`config.mk`:
```
export PLATFORM = sky130hd
export DESIGN_NAME = jamma_joy_scanner
export DESIGN_NICKNAME = d
export VERILOG_FILES = /design/src/rtl/jamma_joy_scanner.sv
export SDC_FILE = /design/constraint.sdc
export NUM_CORES = 1
export LEC_CHECK = 0
export BUFFER_PORTS_ARGS = -buffer_cell sky130_fd_sc_hd__buf_2
export CAP_MARGIN = 0
export CORE_AREA = 2 2 118 120
export DETAILED_ROUTE_END_ITERATION = 16
export DIE_AREA = 0 0 120 122
export SYNTH_ARGS = -nofsm -noshare
export SYNTH_HDL_FRONTEND = slang
export SYNTH_SLANG_ARGS = --single-unit
```
`constraint.sdc`:
```
create_clock -name clk_i -period 2.4 [get_ports clk_i]
set_input_delay 0 -clock clk_i [delete_from_list [all_inputs] [get_ports clk_i]]
set_output_delay 0 -clock clk_i [all_outputs]
set_load 0.02 [all_outputs]
```
`src/rtl/jamma_joy_scanner.sv`:
```
`default_nettype none
// ============================================================================
// Module   : jamma_joy_scanner
// Function : Scans the multiplexed JAMMA control bus and debounces each bit.
//            It also merges keyboard overrides and remaps directions for
//            screen rotation.
// Revision : 1.0 - initial release
// ============================================================================
module jamma_joy_scanner #(
    parameter int PLAYERS    = 2,
    parameter int WIDTH      = 8,
    parameter int SETTLE     = 2,
    parameter int DB_SAMPLES = 4,
    localparam int C_SEL_W   = (PLAYERS > 1) ? $clog2(PLAYERS) : 1
) (
    input  logic                       clk_i,
    input  logic                       res_n_i,
    input  logic [WIDTH-1:0]           joy_i,
    output logic [C_SEL_W-1:0]         sel_o,
    input  logic [PLAYERS*WIDTH-1:0]   kbd_n_i,
    input  logic [1:0]                 rotate_i,
    output logic [PLAYERS*WIDTH-1:0]   joy_o,
    output logic [PLAYERS-1:0]         change_o,
    output logic                       frame_o
);

    localparam logic [4:0]         c_SLOT_LAST = 5'(SETTLE + 2);
    localparam logic [C_SEL_W-1:0] c_SEL_LAST  = C_SEL_W'(PLAYERS - 1);
    localparam logic [3:0]         c_DB_LAST   = 4'(DB_SAMPLES - 1);

    logic [WIDTH-1:0]         r_sync1;
    logic [WIDTH-1:0]         r_sync2;
    logic [4:0]               r_slot;
    logic [C_SEL_W-1:0]       r_sel;
    logic                     r_frame_pend;
    logic [PLAYERS*WIDTH-1:0] r_joy;
    logic [PLAYERS-1:0]       r_change;
    logic                     r_frame;

    logic                     w_sample;
    logic [PLAYERS*WIDTH-1:0] w_stable;
    logic [PLAYERS*WIDTH-1:0] w_merged;
    logic [PLAYERS*WIDTH-1:0] w_rot;

    // Direction order in a nibble is {right, left, down, up}.
    function automatic logic [3:0] f_rotate(input logic [3:0] m, input logic [1:0] mode);
        logic [3:0] v;
        case (mode)
            2'd1:    v = {m[0], m[1], m[3], m[2]};
            2'd2:    v = {m[2], m[3], m[0], m[1]};
            2'd3:    v = {m[1], m[0], m[2], m[3]};
            default: v = m;
        endcase
        return v;
    endfunction

    always_ff @(posedge clk_i or negedge res_n_i) begin
        if (!res_n_i) begin
            r_sync1 <= '1;
            r_sync2 <= '1;
        end else begin
            r_sync1 <= joy_i;
            r_sync2 <= r_sync1;
        end
    end

    assign w_sample = (r_slot == c_SLOT_LAST);

    always_ff @(posedge clk_i or negedge res_n_i) begin
        if (!res_n_i) begin
            r_slot       <= '0;
            r_sel        <= '0;
            r_frame_pend <= 1'b0;
        end else begin
            // Delayed one edge so frame_o lines up with the joy_o update.
            r_frame_pend <= w_sample && (r_sel == c_SEL_LAST);
            if (w_sample) begin
                r_slot <= '0;
                r_sel  <= (r_sel == c_SEL_LAST) ? '0 : r_sel + 1'b1;
            end else begin
                r_slot <= r_slot + 5'd1;
            end
        end
    end

    assign w_merged = w_stable & kbd_n_i;

    for (genvar p = 0; p < PLAYERS; p++) begin : g_player
        localparam logic [C_SEL_W-1:0] c_P = C_SEL_W'(p);
        logic w_hit;
        assign w_hit = w_sample && (r_sel == c_P);

        for (genvar b = 0; b < WIDTH; b++) begin : g_bit
            logic       r_stable_b;
            logic [3:0] r_cnt_b;

            always_ff @(posedge clk_i or negedge res_n_i) begin
                if (!res_n_i) begin
                    r_stable_b <= 1'b1;
                    r_cnt_b    <= '0;
                end else if (w_hit) begin
                    if (r_sync2[b] == r_stable_b) begin
                        r_cnt_b <= '0;
                    end else if (r_cnt_b == c_DB_LAST) begin
                        r_stable_b <= r_sync2[b];
                        r_cnt_b    <= '0;
                    end else begin
                        r_cnt_b <= r_cnt_b + 4'd1;
                    end
                end
            end

            assign w_stable[p*WIDTH + b] = r_stable_b;
        end

        assign w_rot[p*WIDTH +: 4] = f_rotate(w_merged[p*WIDTH +: 4], rotate_i);

        if (WIDTH > 4) begin : g_pass
            assign w_rot[p*WIDTH + 4 +: WIDTH - 4] = w_merged[p*WIDTH + 4 +: WIDTH - 4];
        end
    end

    always_ff @(posedge clk_i or negedge res_n_i) begin
        if (!res_n_i) begin
            r_joy    <= '1;
            r_change <= '0;
            r_frame  <= 1'b0;
        end else begin
            r_joy   <= w_rot;
            r_frame <= r_frame_pend;
            for (int p = 0; p < PLAYERS; p++) begin
                r_change[p] <= (w_rot[p*WIDTH +: WIDTH] != r_joy[p*WIDTH +: WIDTH]);
            end
        end
    end

    assign sel_o    = r_sel;
    assign joy_o    = r_joy;
    assign change_o = r_change;
    assign frame_o  = r_frame;

endmodule
`default_nettype wire

```
==> impl_results.html, run 1 <==
<table>
<tr><th>Metric</th><th>Value</th></tr>
<tr><th colspan="2">Floorplanning</th></tr>
<tr><td>Starting density of the core</td><td>0.4282</td></tr>
<tr><td>Core area</td><td>0.01350 sq mm</td></tr>
<tr><td>Area of the die</td><td>0.01464 sq mm</td></tr>
<tr><td>I/O Pins</td><td>48</td></tr>
<tr><td>Cell Rows</td><td>43</td></tr>
<tr><td>Die H</td><td>122 um</td></tr>
<tr><td>Die Span X</td><td>120 um</td></tr>
<tr><th colspan="2">Setup path</th></tr>
<tr><td>Category of the worst setup path capture point</td><td>flop</td></tr>
<tr><td>Worst r2r src</td><td>r_slot[0]</td></tr>
<tr><td>Data arrival time of the critical path</td><td>2.19 ns</td></tr>
<tr><td>Data required time of the worst path</td><td>2.70 ns</td></tr>
<tr><td>Register-to-register setup slack</td><td>0.51 ns</td></tr>
<tr><td>Startpoint type of the worst setup path</td><td>flop</td></tr>
<tr><td>R2R Path End</td><td>g_player[1].g_bit[1].r_cnt_b[0]</td></tr>
<tr><td>Critical path start-end classification</td><td>reg -&gt; reg</td></tr>
<tr><td>Worst r2r path cells</td><td>7</td></tr>
<tr><td>Crit Path Max Fanout</td><td>24</td></tr>
<tr><th colspan="2">Placement</th></tr>
<tr><td>DPL Wire Length</td><td>7670 um</td></tr>
<tr><td>Input/output buffers</td><td>47</td></tr>
<tr><td>Final RePlAce weighted congestion</td><td>0.7981</td></tr>
<tr><th colspan="2">STA</th></tr>
<tr><td>Worst-Margin Slew</td><td>0.5000 ns</td></tr>
<tr><td>Unrepaired setup endpoints after global routing</td><td>false</td></tr>
<tr><td>Time the worst path needs with I/O delays and setup</td><td>1.887 ns</td></tr>
<tr><td>Worst slew margin</td><td>0.6666</td></tr>
<tr><td>Final count of hold timing violations</td><td>0</td></tr>
<tr><td>Setup violation total in the final timing report</td><td>0</td></tr>
<tr><td>Setup TNS Final</td><td>0 ns</td></tr>
<tr><td>Clock Skew</td><td>0.008175 ns</td></tr>
<tr><td>Fraction of the cycle the final worst path needs</td><td>0.7861</td></tr>
<tr><td>Max Clk Rate</td><td>0.5301 GHz</td></tr>
<tr><td>Max-slew violation count</td><td>0</td></tr>
<tr><th colspan="2">Global routing</th></tr>
<tr><td>Global route total overflow</td><td>0</td></tr>
<tr><td>First-pass GRT wire length</td><td>between 15000 and 20000 um</td></tr>
<tr><td>Total Routing Usage GR</td><td>0.1661</td></tr>
<tr><td>Number of global-route vias before repair</td><td>approximately 4200</td></tr>
<tr><td>Maximum number of pins on one net before global-route repair</td><td>66</td></tr>
<tr><td>Number of antenna violations at the first check in global routing</td><td>0</td></tr>
<tr><th colspan="2">Clocking</th></tr>
<tr><td>Cell chosen for the clock root</td><td>sky130_fd_sc_hd__clkbuf_16</td></tr>
<tr><td>Sinks on the clock net</td><td>122</td></tr>
<tr><td>Clock-pin slew on the worst setup and hold paths</td><td>0.05 ns</td></tr>
<tr><td>Clock tree buffer depth</td><td>2</td></tr>
<tr><td>Source-to-sink clock delay at the later pin of the worst-skew pair</td><td>a little over 0.4 ns</td></tr>
<tr><td>Number of setup buffers added after CTS</td><td>0</td></tr>
<tr><td>Count of instances resized after the clock tree is built</td><td>0</td></tr>
<tr><td>Number of levels in the clock H-tree</td><td>4</td></tr>
<tr><td>TritonCTS clock tree</td><td>built</td></tr>
<tr><td>Total clock buffers created by CTS</td><td>17</td></tr>
<tr><th colspan="2">Synthesis</th></tr>
<tr><td>Flip-flop and latch count after synthesis</td><td>122</td></tr>
<tr><td>Synth Area per Inst</td><td>10.77 sq um</td></tr>
<tr><td>Cell area after synthesis</td><td>around 0.0058 sq mm</td></tr>
<tr><td>Unique masters post-synth</td><td>42</td></tr>
<tr><td>Syn nets</td><td>a little under 600</td></tr>
<tr><td>Warnings, synthesis</td><td>0</td></tr>
<tr><td>Cell count after synthesis</td><td>537</td></tr>
<tr><td>Sequential element share of the synthesized area</td><td>0.5383</td></tr>
<tr><th colspan="2">Power and ir drop</th></tr>
<tr><td>Peak ir drop on the vdd network</td><td>0.4329 mV</td></tr>
<tr><td>Areal power density over the cells</td><td>756.6 mW/mm^2</td></tr>
<tr><td>Overall power consumption</td><td>5.316 mW</td></tr>
<tr><td>Cell leakage power</td><td>3.140 nW</td></tr>
<tr><th colspan="2">Status</th></tr>
<tr><td>Status</td><td>complete, no violations</td></tr>
<tr><th colspan="2">Final layout</th></tr>
<tr><td>Number of antenna cells inserted</td><td>0</td></tr>
<tr><td>Ratio of cells with drive above 1 in the final layout</td><td>0.2468</td></tr>
<tr><td>Net count, final</td><td>661</td></tr>
<tr><td>Layout overhead on the synthesized area</td><td>21.51%</td></tr>
<tr><th colspan="2">Drt</th></tr>
<tr><td>First drt pass iteration count</td><td>4</td></tr>
<tr><td>Routed wire length</td><td>11210 um</td></tr>
<tr><td>Routed Antenna Nets</td><td>0</td></tr>
<tr><td>Vias per Instance</td><td>between 5 and 6</td></tr>
<tr><td>Per-cell routed wire length</td><td>roughly 14 um</td></tr>
<tr><td>Vias</td><td>roughly 4200</td></tr>
<tr><td>Number of design rule violations left after detail routing</td><td>0</td></tr>
<tr><td>First DRT Iteration DRCs</td><td>220</td></tr>
<tr><th colspan="2">Min path</th></tr>
<tr><td>Launch point of the worst hold path</td><td>kbd_n_i[9]</td></tr>
<tr><td>Tightest Hold Check Type</td><td>in -&gt; reg</td></tr>
<tr><td>Worst hold endpoint</td><td>joy_o[8]</td></tr>
<tr><td>Worst Hold Path Cells</td><td>4</td></tr>
<tr><th colspan="2">Job</th></tr>
<tr><td>Max Cap Violations</td><td>0</td></tr>
</table>
-- synthesized netlist by cell type, drive strengths merged --
cell type  count  area share
nor2          13      0.0084
dfstp         48        0.22
a22o           5      0.0076
o311ai         3      0.0045
a21o           2      0.0026
xor2          14       0.021
nor3           2      0.0017
o211ai         2      0.0026
mux2i          4      0.0069
buf            9       0.011
and2b          1      0.0013
o31ai         25       0.032
clkbuf         5      0.0035
inv            6      0.0039
and2          20       0.022
and4           2      0.0030
nand2         89       0.058
nand2b         2      0.0022
o21ai         57       0.049
dfrtp         74        0.32
nor3b         17       0.022
a211oi         2      0.0026
ha            18       0.039
xnor2         16       0.024
o21a           2      0.0026
nand3         37       0.032
mux2          22       0.045
or3b           2      0.0030
o2111ai        2      0.0030
and3b          2      0.0030
and4bb         1      0.0022
nand4b         2      0.0030
nand3b        16       0.021
and3           3      0.0032
nor2b         12       0.013
-- per-layer routing --
layer | part of all wire | global-route usage | wire length (um) | vias up
met5 | 0 | 0 | 0 | -
met4 | 0.013 | 0.06912 | 143 | 0
met3 | 0.036 | 0.04588 | 400 | 13
met2 | 0.50 | 0.2770 | 5553 | 73
met1 | 0.46 | 0.2036 | 5109 | 2051
li1 | - | - | - | 2056
-- per-stage QoR --
step                      worst slack, ns  hold slack [ns]  instance area, sq um  utilization  std cells
after floorplan                    0.6839          -0.2956                  5783            -        537
after global placement             0.5805          -0.1095                  6210       0.4598        755
after detailed placement           0.4931          -0.1064                  6210       0.4598        755
after CTS                          0.4794         0.006499                  7027       0.5203        808
after global routing               0.3395          0.05756                  7027       0.5203        808
final                              0.5134          0.03753                  7027       0.5203        808
-- cell usage in the layout (no fill, tap or decap), drive strengths merged, types with 3 or more instances in the layout --
cell,count
a22o,5
and2,20
and3,3
buf,52
bufinv,3
clkbuf,24
clkinv,5
dfrtp,74
dfstp,48
dlygate4sd3,21
ha,18
inv,6
mux2,22
mux2i,4
nand2,89
nand3,37
nand3b,16
nor2,13
nor2b,12
nor3b,17
o21ai,57
o311ai,3
o31ai,25
xnor2,16
xor2,14
-- final cells by class --
| type | count | area, sq um |
|---|---|---|
| inverter | 6 | 22.52 |
| sequential | 122 | 3113 |
| clock buffer | 24 | 491.7 |
| clock inverter | 8 | 115.1 |
| tap | 180 | 225.2 |
| fill | 1206 | 6477 |
| multi-input combinational | 395 | 2561 |
| timing repair buffer | 73 | 498.0 |
-- report_power, final --
group / switching, mW / total [mW] / internal (mW)
sequential: 0.0913 / 2.29 / 2.20
combinational: 0.230 / 0.432 / 0.202
clock: 0.864 / 2.60 / 1.73
total: 1.19 / 5.32 / 4.13
-- state kept, by name, indices dropped and copies added (netlist names) --
register	cells
sel_o	1
r_sync1	8
r_frame_pend	1
g_player.g_bit.r_stable_b	16
joy_o	16
frame_o	1
r_slot	5
g_player.g_bit.r_cnt_b	64
change_o	2
r_sync2	8
-- critical path, cell delays in order (launching register included) --
cell                       delay (ns)
sky130_fd_sc_hd__dfrtp_1         0.40
sky130_fd_sc_hd__inv_1           0.07
sky130_fd_sc_hd__ha_1            0.16
sky130_fd_sc_hd__and4bb_2        0.32
sky130_fd_sc_hd__nand2_2         0.08
sky130_fd_sc_hd__inv_2           0.32
sky130_fd_sc_hd__nand2_1         0.16
sky130_fd_sc_hd__o31ai_1         0.26
-- cell families after synthesis --
kind of cell    count (synthesis)  synth area share
simple gates                  221            0.1988
flops                         122            0.5383
compound gates                100            0.1073
xor+xnor                       30           0.04543
mux                            26           0.05236
buf+inv                        20           0.01882
fa+ha+maj                      18           0.03894
-- timing repair --
item / in CTS / in global routing
hold endpoints to repair: 103 / 0
hold buffers: 21 / 0
endpoints found under the setup margin: 0 / 0
-- worst max path at each step --
| stage | start | end | cells past startpoint |
|---|---|---|---|
| CTS | r_slot[0] | g_player[1].g_bit[1].r_cnt_b[0] | 7 |
| global route | r_slot[0] | g_player[1].g_bit[4].r_cnt_b[3] | 7 |
| finish | r_slot[0] | g_player[1].g_bit[1].r_cnt_b[0] | 7 |
| global placement | r_slot[0] | g_player[1].g_bit[2].r_stable_b | 7 |
| floorplan | r_slot[0] | g_player[0].g_bit[0].r_stable_b | 8 |
| detailed placement | r_slot[0] | g_player[1].g_bit[1].r_cnt_b[0] | 7 |
Power figures use the tool's default switching activity.
==> inputs of run 2 (changes only) <==
Clock period 2.4 ns to 1.6 ns, I/O delays scaled along.
==> run 2 against run 1 <==
  * The run now ends with setup timing left
  * Worst setup slack worse by 0.66 ns
  * Clock-buffer cell count up 6
  * Sequential cell count unchanged
  * Global-route usage down 0.066 points
  * Clock power up 39%
  * Combinational power up 72%
  * Utilization up 4.4 points
  * First-iteration DRC count down 19%
  * Non-clock buffer count up 24
  * Cell count up 3.0%
==> impl_results.html, run 2 (synthesis gave the netlist of run 1 again) <==
<table>
<tr><th>Metric</th><th>Value</th></tr>
<tr><th colspan="2">Status</th></tr>
<tr><td>Status</td><td>finished with violations</td></tr>
<tr><td>Violated checks</td><td>setup timing</td></tr>
<tr><th colspan="2">Power and ir drop</th></tr>
<tr><td>Flop pwr share</td><td>0.441 (+0.011)</td></tr>
<tr><td>Cell Int Power</td><td>5.972 mW (+45%)</td></tr>
<tr><td>Peak ir drop on the vdd network</td><td>0.6211 mV (+43%)</td></tr>
<tr><td>Clock share of power</td><td>0.464 (-0.025)</td></tr>
<tr><td>Cell leakage power</td><td>3.421 nW (+8.9%)</td></tr>
<tr><td>Overall power consumption</td><td>7.792 mW (+47%)</td></tr>
<tr><td>Areal power density over the cells</td><td>1023 mW/mm^2 (+35%)</td></tr>
<tr><td>Logic pwr share</td><td>0.095 (+0.014)</td></tr>
<tr><td>Switching share of power</td><td>0.2336 (+0.01053)</td></tr>
<tr><td>Switching pwr</td><td>1.820 mW (+53%)</td></tr>
<tr><th colspan="2">Drt</th></tr>
<tr><td>Vias</td><td>4313 (+2.9%)</td></tr>
<tr><td>Vias per Instance</td><td>5.184 (-0.11%)</td></tr>
<tr><td>First DRT Iteration DRCs</td><td>178 (-19%)</td></tr>
<tr><td>Number of design rule violations left after detail routing</td><td>0 (unchanged)</td></tr>
<tr><td>First drt pass iteration count</td><td>4 (unchanged)</td></tr>
<tr><td>Routed Antenna Nets</td><td>0 (unchanged)</td></tr>
<tr><td>Routed wire length</td><td>11910 um (+6.3%)</td></tr>
<tr><td>Per-cell routed wire length</td><td>14.32 um (+3.2%)</td></tr>
<tr><th colspan="2">Clocking</th></tr>
<tr><td>Source-to-sink clock delay at the later pin of the worst-skew pair</td><td>0.42 ns (about the same)</td></tr>
<tr><td>Total clock buffers created by CTS</td><td>17 (unchanged)</td></tr>
<tr><td>TritonCTS clock tree</td><td>built</td></tr>
<tr><td>Cell chosen for the clock root</td><td>sky130_fd_sc_hd__clkbuf_16</td></tr>
<tr><td>Clock tree buffer depth</td><td>2 (unchanged)</td></tr>
<tr><td>Number of levels in the clock H-tree</td><td>4 (unchanged)</td></tr>
<tr><td>Clock-pin slew on the worst setup and hold paths</td><td>0.05 ns (about the same)</td></tr>
<tr><td>Sinks on the clock net</td><td>122 (unchanged)</td></tr>
<tr><th colspan="2">Placement</th></tr>
<tr><td>Input/output buffers</td><td>47 (unchanged)</td></tr>
<tr><td>Final RePlAce weighted congestion</td><td>0.8170 (+2.4%)</td></tr>
<tr><td>Post-Place Setup Slack</td><td>-0.1286 ns (-0.6218 ns)</td></tr>
<tr><td>Cell area after placement</td><td>0.006431 sq mm (+3.6%)</td></tr>
<tr><td>DPL Wire Length</td><td>7842 um (+2.2%)</td></tr>
<tr><td>Cell count after placement</td><td>775 (+2.6%)</td></tr>
<tr><th colspan="2">Global routing</th></tr>
<tr><td>Number of global-route vias before repair</td><td>4178 (+0.26%)</td></tr>
<tr><td>Met1 Resource Use GR</td><td>0.2029 (-0.0007235)</td></tr>
<tr><td>Met2 global-route usage</td><td>0.2759 (-0.001065)</td></tr>
<tr><td>Number of antenna violations at the first check in global routing</td><td>0 (unchanged)</td></tr>
<tr><td>Global route total overflow</td><td>0 (unchanged)</td></tr>
<tr><td>Total Routing Usage GR</td><td>0.1654 (-0.0006566)</td></tr>
<tr><td>First-pass GRT wire length</td><td>19000 um (-0.40%)</td></tr>
<tr><td>Met3 global-route usage</td><td>0.04120 (-0.004682)</td></tr>
<tr><td>Busiest grt layer</td><td>met2</td></tr>
<tr><td>Maximum number of pins on one net before global-route repair</td><td>49 (-26%)</td></tr>
<tr><th colspan="2">Final layout</th></tr>
<tr><td>Number of antenna cells inserted</td><td>0 (unchanged)</td></tr>
<tr><td>Number of flip-flops in the largest register</td><td>64 (unchanged)</td></tr>
<tr><td>Register with the most flip-flops</td><td>g_player.g_bit.r_cnt_b</td></tr>
<tr><td>Layout overhead on the synthesized area</td><td>31.76%</td></tr>
<tr><td>Leading cell types in the layout, fill and taps excluded</td><td>74 x sky130_fd_sc_hd__dfrtp_1, 70 x sky130_fd_sc_hd__nand2_1, 48 x sky130_fd_sc_hd__dfstp_2</td></tr>
<tr><td>Number of inserted filler cells in the final layout</td><td>1127 (-6.6%)</td></tr>
<tr><td>Most common cell after layout, fill and taps aside</td><td>sky130_fd_sc_hd__dfrtp_1</td></tr>
<tr><td>Final instance count without filler cells</td><td>832 (+3.0%)</td></tr>
<tr><td>Ratio of cells with drive above 1 in the final layout</td><td>0.3650 (+0.1182)</td></tr>
<tr><td>Fin area</td><td>0.007620 sq mm (+8.4%)</td></tr>
<tr><td>Net count, final</td><td>685 (+3.6%)</td></tr>
<tr><td>Final Core Density</td><td>0.5643 (+0.04392)</td></tr>
<tr><th colspan="2">Floorplanning</th></tr>
<tr><td>I/O Pins</td><td>48 (unchanged)</td></tr>
<tr><td>Core area</td><td>0.01350 sq mm (unchanged)</td></tr>
<tr><td>Cell Rows</td><td>43 (unchanged)</td></tr>
<tr><td>Die H</td><td>122 um (unchanged)</td></tr>
<tr><td>Die Span X</td><td>120 um (unchanged)</td></tr>
<tr><td>Starting density of the core</td><td>0.4282 (unchanged)</td></tr>
<tr><td>Area of the die</td><td>0.01464 sq mm (unchanged)</td></tr>
<tr><th colspan="2">Setup path</th></tr>
<tr><td>Register-to-register setup slack</td><td>-0.15 ns (-0.66 ns)</td></tr>
<tr><td>Largest stage delay on the critical path</td><td>0.37 ns (-0.03 ns)</td></tr>
<tr><td>Cell type group with the largest total delay on the critical path</td><td>simple AND/OR/NAND/NOR gates</td></tr>
<tr><td>Startpoint type of the worst setup path</td><td>flop</td></tr>
<tr><td>Worst r2r path cells</td><td>7 (unchanged)</td></tr>
<tr><td>Category of the worst setup path capture point</td><td>flop</td></tr>
<tr><td>R2R Path End</td><td>g_player[0].g_bit[1].r_stable_b</td></tr>
<tr><td>Cell at the slowest stage of the critical path</td><td>sky130_fd_sc_hd__dfrtp_1</td></tr>
<tr><td>Number of buffer and inverter instances along the worst setup path</td><td>2 (unchanged)</td></tr>
<tr><td>Cells traversed along the worst timing path</td><td>inv_1 &gt; ha_2 &gt; and4bb_4 &gt; and2b_4 &gt; buf_12 &gt; nand2_4 &gt; mux2_4</td></tr>
<tr><td>Critical path start-end classification</td><td>reg -&gt; reg</td></tr>
<tr><td>Crit Path Max Fanout</td><td>6 (-75%)</td></tr>
<tr><td>Data required time of the worst path</td><td>1.93 ns (-0.77 ns)</td></tr>
<tr><td>Data arrival time of the critical path</td><td>2.08 ns (-0.11 ns)</td></tr>
<tr><td>Worst r2r src</td><td>r_slot[1]</td></tr>
<tr><th colspan="2">STA</th></tr>
<tr><td>Worst-Margin Slew</td><td>0.6499 ns (+0.1498 ns)</td></tr>
<tr><td>Unrepaired setup endpoints after global routing</td><td>true</td></tr>
<tr><td>Setup TNS Final</td><td>-2.640 ns (-2.640 ns)</td></tr>
<tr><td>Final count of hold timing violations</td><td>0 (unchanged)</td></tr>
<tr><td>Worst hold-check slack</td><td>0.02097 ns (-0.01656 ns)</td></tr>
<tr><td>Fraction of the cycle the final worst path needs</td><td>1.094 (+0.3077)</td></tr>
<tr><td>Max Clk Rate</td><td>0.5714 GHz (+7.8%)</td></tr>
<tr><td>Clock Skew</td><td>0.01697 ns (+0.008794 ns)</td></tr>
<tr><td>Setup violation total in the final timing report</td><td>41 (+41)</td></tr>
<tr><td>Max-slew violation count</td><td>0 (unchanged)</td></tr>
<tr><td>Worst slew margin</td><td>0.5658 (-0.1008)</td></tr>
<tr><td>Time the worst path needs with I/O delays and setup</td><td>1.750 ns (-0.1365 ns)</td></tr>
<tr><td>Final worst slack</td><td>-0.1501 ns (-0.6635 ns)</td></tr>
<tr><th colspan="2">Min path</th></tr>
<tr><td>Launch point of the worst hold path</td><td>kbd_n_i[1]</td></tr>
<tr><td>Worst hold endpoint</td><td>joy_o[1]</td></tr>
<tr><td>Worst Hold Path Cells</td><td>4 (unchanged)</td></tr>
<tr><td>Tightest Hold Check Type</td><td>in -&gt; reg</td></tr>
<tr><th colspan="2">Job</th></tr>
<tr><td>Max Cap Violations</td><td>0 (unchanged)</td></tr>
</table>
==> run 2: cell types whose count changed in the layout (fill, tap and decap cells not counted), moves of 14 or more <==
cell                      before  now
sky130_fd_sc_hd__o21ai_1       0   25
sky130_fd_sc_hd__o21ai_0      57   20
sky130_fd_sc_hd__nand2_1      88   70
sky130_fd_sc_hd__o31ai_1      25    7
sky130_fd_sc_hd__buf_4         5   19
sky130_fd_sc_hd__o31ai_2       0   16
==> run 2: routing by layer <==
| layer | vias to the layer above | part of all wire |
|---|---|---|
| li1 | 2119 | - |
| met1 | 2113 | 0.46 |
| met2 | 67 | 0.50 |
| met3 | 14 | 0.032 |
| met4 | 0 | 0.014 |
| met5 | - | 0 |
==> run 2: worst max path at each step <==
stage	from	end	slack [ns]	cells after the start
finish	r_slot[1]	g_player[0].g_bit[1].r_stable_b	-0.15	7
global route	r_slot[1]	g_player[0].g_bit[3].r_cnt_b[0]	-0.21	7
CTS	r_slot[1]	g_player[0].g_bit[1].r_stable_b	-0.1	7
detailed placement	r_slot[0]	g_player[1].g_bit[7].r_cnt_b[3]	-0.13	8
global placement	r_slot[1]	g_player[0].g_bit[1].r_stable_b	-0.06	7
floorplan	r_slot[0]	g_player[0].g_bit[0].r_stable_b	-0.09	8
==> run 2: final cells by class <==
type | instances | area [sq um] | share of cell area
repair buffers | 97 | 794.5 | 0.1043
well taps | 180 | 225.2 | 0.02956
clock buffers | 30 | 524.3 | 0.06880
flip-flops and latches | 122 | 3113 | 0.4085
clock inverters | 2 | 35.03 | 0.004598
inverters | 6 | 25.02 | 0.003284
multi-input cells | 395 | 2903 | 0.3810
==> run 2: power by group through the flow <==
| stage | combinational, mW | clock [mW] | sequential [mW] |
|---|---|---|---|
| 2_1_floorplan | 0.373 | 0 | 3.48 |
| 4_1_cts | 0.689 | 3.69 | 3.43 |
| 5_1_grt | 0.829 | 3.83 | 3.46 |
| 6_report | 0.741 | 3.62 | 3.43 |
| 3_5_place_dp | 0.648 | 0 | 3.47 |
| 3_3_place_gp | 0.628 | 0 | 3.47 |
==> run 2: worst reg2reg max path, stage by stage (launching register included) <==
cell                       delay [ns]
sky130_fd_sc_hd__dfrtp_1         0.37
sky130_fd_sc_hd__inv_1           0.06
sky130_fd_sc_hd__ha_2            0.17
sky130_fd_sc_hd__and4bb_4        0.29
sky130_fd_sc_hd__and2b_4         0.23
sky130_fd_sc_hd__buf_12          0.17
sky130_fd_sc_hd__nand2_4         0.06
sky130_fd_sc_hd__mux2_4          0.31
==> run 2: what timing repair did <==
item / in CTS / in global routing
cloned: 0 / 2
hold endpoints to repair: 109 / 0
endpoints found under the setup margin: 60 / 72
resized for setup: 18 / 104
buffers inserted: 2 / 4
pin swaps: 1 / 20
hold buffers: 18 / 0
==> inputs of run 3 (changes only) <==
Settings changed: BUFFER_PORTS_ARGS -buffer_cell sky130_fd_sc_hd__buf_2 to -buffer_cell sky130_fd_sc_hd__clkbuf_2.
==> run 3 against run 2 <==
  * Clock-buffer cell count is 7 lower
  * The run still ends with setup timing left
  * First-iteration DRC count is 28% higher
  * Die area stayed put
  * Clock skew is 0.012 ns lower
==> impl_results.html, run 3 (synthesis gave the netlist of run 1 again) <==
<table>
<tr><th>Metric</th><th>Value</th></tr>
<tr><th colspan="2">STA</th></tr>
<tr><td>Time the worst path needs with I/O delays and setup</td><td>1.743 ns (-0.007404 ns)</td></tr>
<tr><td>Unrepaired setup endpoints after global routing</td><td>true</td></tr>
<tr><td>Final worst slack</td><td>-0.1427 ns (+0.007404 ns)</td></tr>
<tr><td>Clock Skew</td><td>0.005127 ns (-0.01184 ns)</td></tr>
<tr><td>Worst-Margin Slew</td><td>0.4623 ns (-0.1876 ns)</td></tr>
<tr><td>Fraction of the cycle the final worst path needs</td><td>1.089 (-0.004628)</td></tr>
<tr><td>Setup violation total in the final timing report</td><td>52 (+27%)</td></tr>
<tr><td>Final count of hold timing violations</td><td>0 (unchanged)</td></tr>
<tr><td>Max Clk Rate</td><td>0.5738 GHz (+0.42%)</td></tr>
<tr><td>Worst slew margin</td><td>0.6907 (+0.1249)</td></tr>
<tr><td>Max-slew violation count</td><td>0 (unchanged)</td></tr>
<tr><th colspan="2">Placement</th></tr>
<tr><td>Final RePlAce weighted congestion</td><td>0.8370 (+2.4%)</td></tr>
<tr><td>Cell count after placement</td><td>775 (unchanged)</td></tr>
<tr><td>DPL Wire Length</td><td>7986 um (+1.8%)</td></tr>
<tr><td>Input/output buffers</td><td>47 (unchanged)</td></tr>
<tr><th colspan="2">Setup path</th></tr>
<tr><td>Startpoint type of the worst setup path</td><td>flop</td></tr>
<tr><td>Critical path start-end classification</td><td>reg -&gt; reg</td></tr>
<tr><td>Largest stage delay on the critical path</td><td>0.37 ns (about the same)</td></tr>
<tr><td>Data arrival time of the critical path</td><td>2.09 ns (about the same)</td></tr>
<tr><td>Category of the worst setup path capture point</td><td>flop</td></tr>
<tr><td>Crit Path Max Fanout</td><td>12 (+6)</td></tr>
<tr><td>Cell at the slowest stage of the critical path</td><td>sky130_fd_sc_hd__dfrtp_1</td></tr>
<tr><td>Data required time of the worst path</td><td>1.94 ns (about the same)</td></tr>
<tr><td>Cells traversed along the worst timing path</td><td>inv_1 &gt; ha_2 &gt; and4bb_2 &gt; and2b_2 &gt; buf_12 &gt; nand2_2 &gt; mux2_4</td></tr>
<tr><th colspan="2">Floorplanning</th></tr>
<tr><td>Area of the die</td><td>0.01464 sq mm (unchanged)</td></tr>
<tr><td>Die Span X</td><td>120 um (unchanged)</td></tr>
<tr><td>I/O Pins</td><td>48 (unchanged)</td></tr>
<tr><td>Die H</td><td>122 um (unchanged)</td></tr>
<tr><td>Cell Rows</td><td>43 (unchanged)</td></tr>
<tr><td>Starting density of the core</td><td>0.4282 (unchanged)</td></tr>
<tr><td>Core area</td><td>0.01350 sq mm (unchanged)</td></tr>
<tr><th colspan="2">Final layout</th></tr>
<tr><td>Layout overhead on the synthesized area</td><td>29.14%</td></tr>
<tr><td>Most common cell after layout, fill and taps aside</td><td>sky130_fd_sc_hd__nand2_1</td></tr>
<tr><td>Number of antenna cells inserted</td><td>0 (unchanged)</td></tr>
<tr><td>Leading cell types in the layout, fill and taps excluded</td><td>75 x sky130_fd_sc_hd__nand2_1, 74 x sky130_fd_sc_hd__dfrtp_1, 48 x sky130_fd_sc_hd__dfstp_2</td></tr>
<tr><td>Final instance count without filler cells</td><td>832 (unchanged)</td></tr>
<tr><td>Ratio of cells with drive above 1 in the final layout</td><td>0.3436 (-0.02147)</td></tr>
<tr><td>Number of flip-flops in the largest register</td><td>64 (unchanged)</td></tr>
<tr><td>Register with the most flip-flops</td><td>g_player.g_bit.r_cnt_b</td></tr>
<tr><td>Net count, final</td><td>685 (unchanged)</td></tr>
<tr><th colspan="2">Drt</th></tr>
<tr><td>Routed met3 length</td><td>440 um (+14%)</td></tr>
<tr><td>First drt pass iteration count</td><td>6 (+2)</td></tr>
<tr><td>Routed Antenna Nets</td><td>0 (unchanged)</td></tr>
<tr><td>Vias</td><td>4312 (-0.023%)</td></tr>
<tr><td>Number of design rule violations left after detail routing</td><td>0 (unchanged)</td></tr>
<tr><td>Highest signal layer in the routed design</td><td>met4</td></tr>
<tr><td>Routed wire length</td><td>11940 um (+0.20%)</td></tr>
<tr><td>First DRT Iteration DRCs</td><td>227 (+28%)</td></tr>
<tr><td>Sum of met2 wire segment lengths after detailed routing</td><td>5788 um (-2.2%)</td></tr>
<tr><td>Vias per Instance</td><td>5.183 (about the same)</td></tr>
<tr><td>Routed length on met1</td><td>5480 um (+0.74%)</td></tr>
<tr><td>Per-cell routed wire length</td><td>14.34 um (+0.20%)</td></tr>
<tr><th colspan="2">Global routing</th></tr>
<tr><td>Total Routing Usage GR</td><td>0.1697 (+0.004272)</td></tr>
<tr><td>First-pass GRT wire length</td><td>19440 um (+2.3%)</td></tr>
<tr><td>Maximum number of pins on one net before global-route repair</td><td>49 (unchanged)</td></tr>
<tr><td>Global route total overflow</td><td>0 (unchanged)</td></tr>
<tr><td>Number of antenna violations at the first check in global routing</td><td>0 (unchanged)</td></tr>
<tr><td>Number of global-route vias before repair</td><td>4183 (+0.12%)</td></tr>
<tr><th colspan="2">Power and ir drop</th></tr>
<tr><td>Overall power consumption</td><td>7.869 mW (+0.98%)</td></tr>
<tr><td>Areal power density over the cells</td><td>1054 mW/mm^2 (+3.0%)</td></tr>
<tr><td>Cell leakage power</td><td>3.346 nW (-2.2%)</td></tr>
<tr><td>Peak ir drop on the vdd network</td><td>0.7020 mV (+13%)</td></tr>
<tr><th colspan="2">Clocking</th></tr>
<tr><td>Sinks on the clock net</td><td>122 (unchanged)</td></tr>
<tr><td>Cell chosen for the clock root</td><td>sky130_fd_sc_hd__clkbuf_16</td></tr>
<tr><td>Number of levels in the clock H-tree</td><td>4 (unchanged)</td></tr>
<tr><td>Total clock buffers created by CTS</td><td>17 (unchanged)</td></tr>
<tr><td>Clock-pin slew on the worst setup and hold paths</td><td>0.05 ns (about the same)</td></tr>
<tr><td>Clock tree buffer depth</td><td>2 (unchanged)</td></tr>
<tr><td>Source-to-sink clock delay at the later pin of the worst-skew pair</td><td>0.42 ns (about the same)</td></tr>
<tr><td>TritonCTS clock tree</td><td>built</td></tr>
<tr><th colspan="2">Status</th></tr>
<tr><td>Status</td><td>finished with violations</td></tr>
<tr><td>Violated checks</td><td>setup timing</td></tr>
<tr><th colspan="2">Job</th></tr>
<tr><td>Max Cap Violations</td><td>0 (unchanged)</td></tr>
<tr><th colspan="2">Min path</th></tr>
<tr><td>Tightest Hold Check Type</td><td>in -&gt; reg</td></tr>
</table>
## run 3: cell types whose count changed in the layout (fill, tap and decap cells not counted), sizes merged
cell / before / now
buf: 77 / 29
clkbuf: 32 / 70
clkinv: 1 / 7
dlygate4sd3: 18 / 21
bufinv: 1 / 2
## run 3: path summary, 6_finish.rpt
kind | startpoint | slack [ns] | end | cells after the start
worst max-delay path | r_slot[1] | -0.14 | g_player[0].g_bit[2].r_stable_b | 7
worst max register to register | r_slot[1] | -0.14 | g_player[0].g_bit[2].r_stable_b | 7
worst min-delay path | kbd_n_i[0] | 0.04 | joy_o[1] | 4
min in group asynchronous | res_n_i | 0.15 | joy_o[4] | 2
max in group asynchronous | res_n_i | 0.62 | g_player[0].g_bit[2].r_cnt_b[0] | 3
worst min register to register | r_frame_pend | 0.35 | frame_o | 0
## run 3: worst max-delay path: cells and delay by family, from the launching register on
kind,cells,cell delay (ns)
adders and majority gates,1,0.17
buffers and inverters,2,0.23
DFF,1,0.37
muxes,1,0.30
and+or+nand+nor,3,0.58
## run 3: what timing repair did
item / in CTS / in global routing
buffers inserted: 1 / 2
gates resized for setup: 16 / 49
endpoints found under the setup margin: 66 / 73
endpoints found under the hold margin: 128 / 0
pin swaps: 0 / 10
gates cloned: 0 / 1
hold buffers: 21 / 0
## run 3: final cells by class
cell class / instances / area (sq um)
fill: 1125 / 6036
clock inverter: 9 / 95.09
timing repair buffer: 97 / 773.2
clock buffer: 23 / 478.0
multi-input combinational: 395 / 2759
inverter: 6 / 25.02
tap: 180 / 225.2
sequential: 122 / 3113
## run 3: stage by stage
stage	worst slack [ns]	TNS [ns]	cell area, sq um	hold WS (ns)	util
after floorplan	-0.09485	-0.6294	5811	-0.2956	-
after global placement	-0.06484	-1.182	6444	-0.1156	0.4772
after detailed placement	-0.1411	-3.899	6444	-0.1192	0.4772
after CTS	-0.1089	-3.769	7269	0.02493	0.5383
after global routing	-0.2239	-10.27	7468	0.07333	0.5530
final	-0.1427	-3.386	7468	0.03954	0.5530
## run 3: per-layer routing
layer  vias to the layer above  track usage
met4                         0      0.07574
met5                         -            0
met1                      2111       0.2138
met2                        74       0.2720
li1                       2108            -
met3                        19      0.04916
## run 3: power breakdown
group	switching [mW]	leakage [nW]	internal [mW]	total [mW]
clock	1.31	0.290	2.39	3.71
combinational	0.393	1.57	0.337	0.730
sequential	0.139	1.48	3.29	3.43
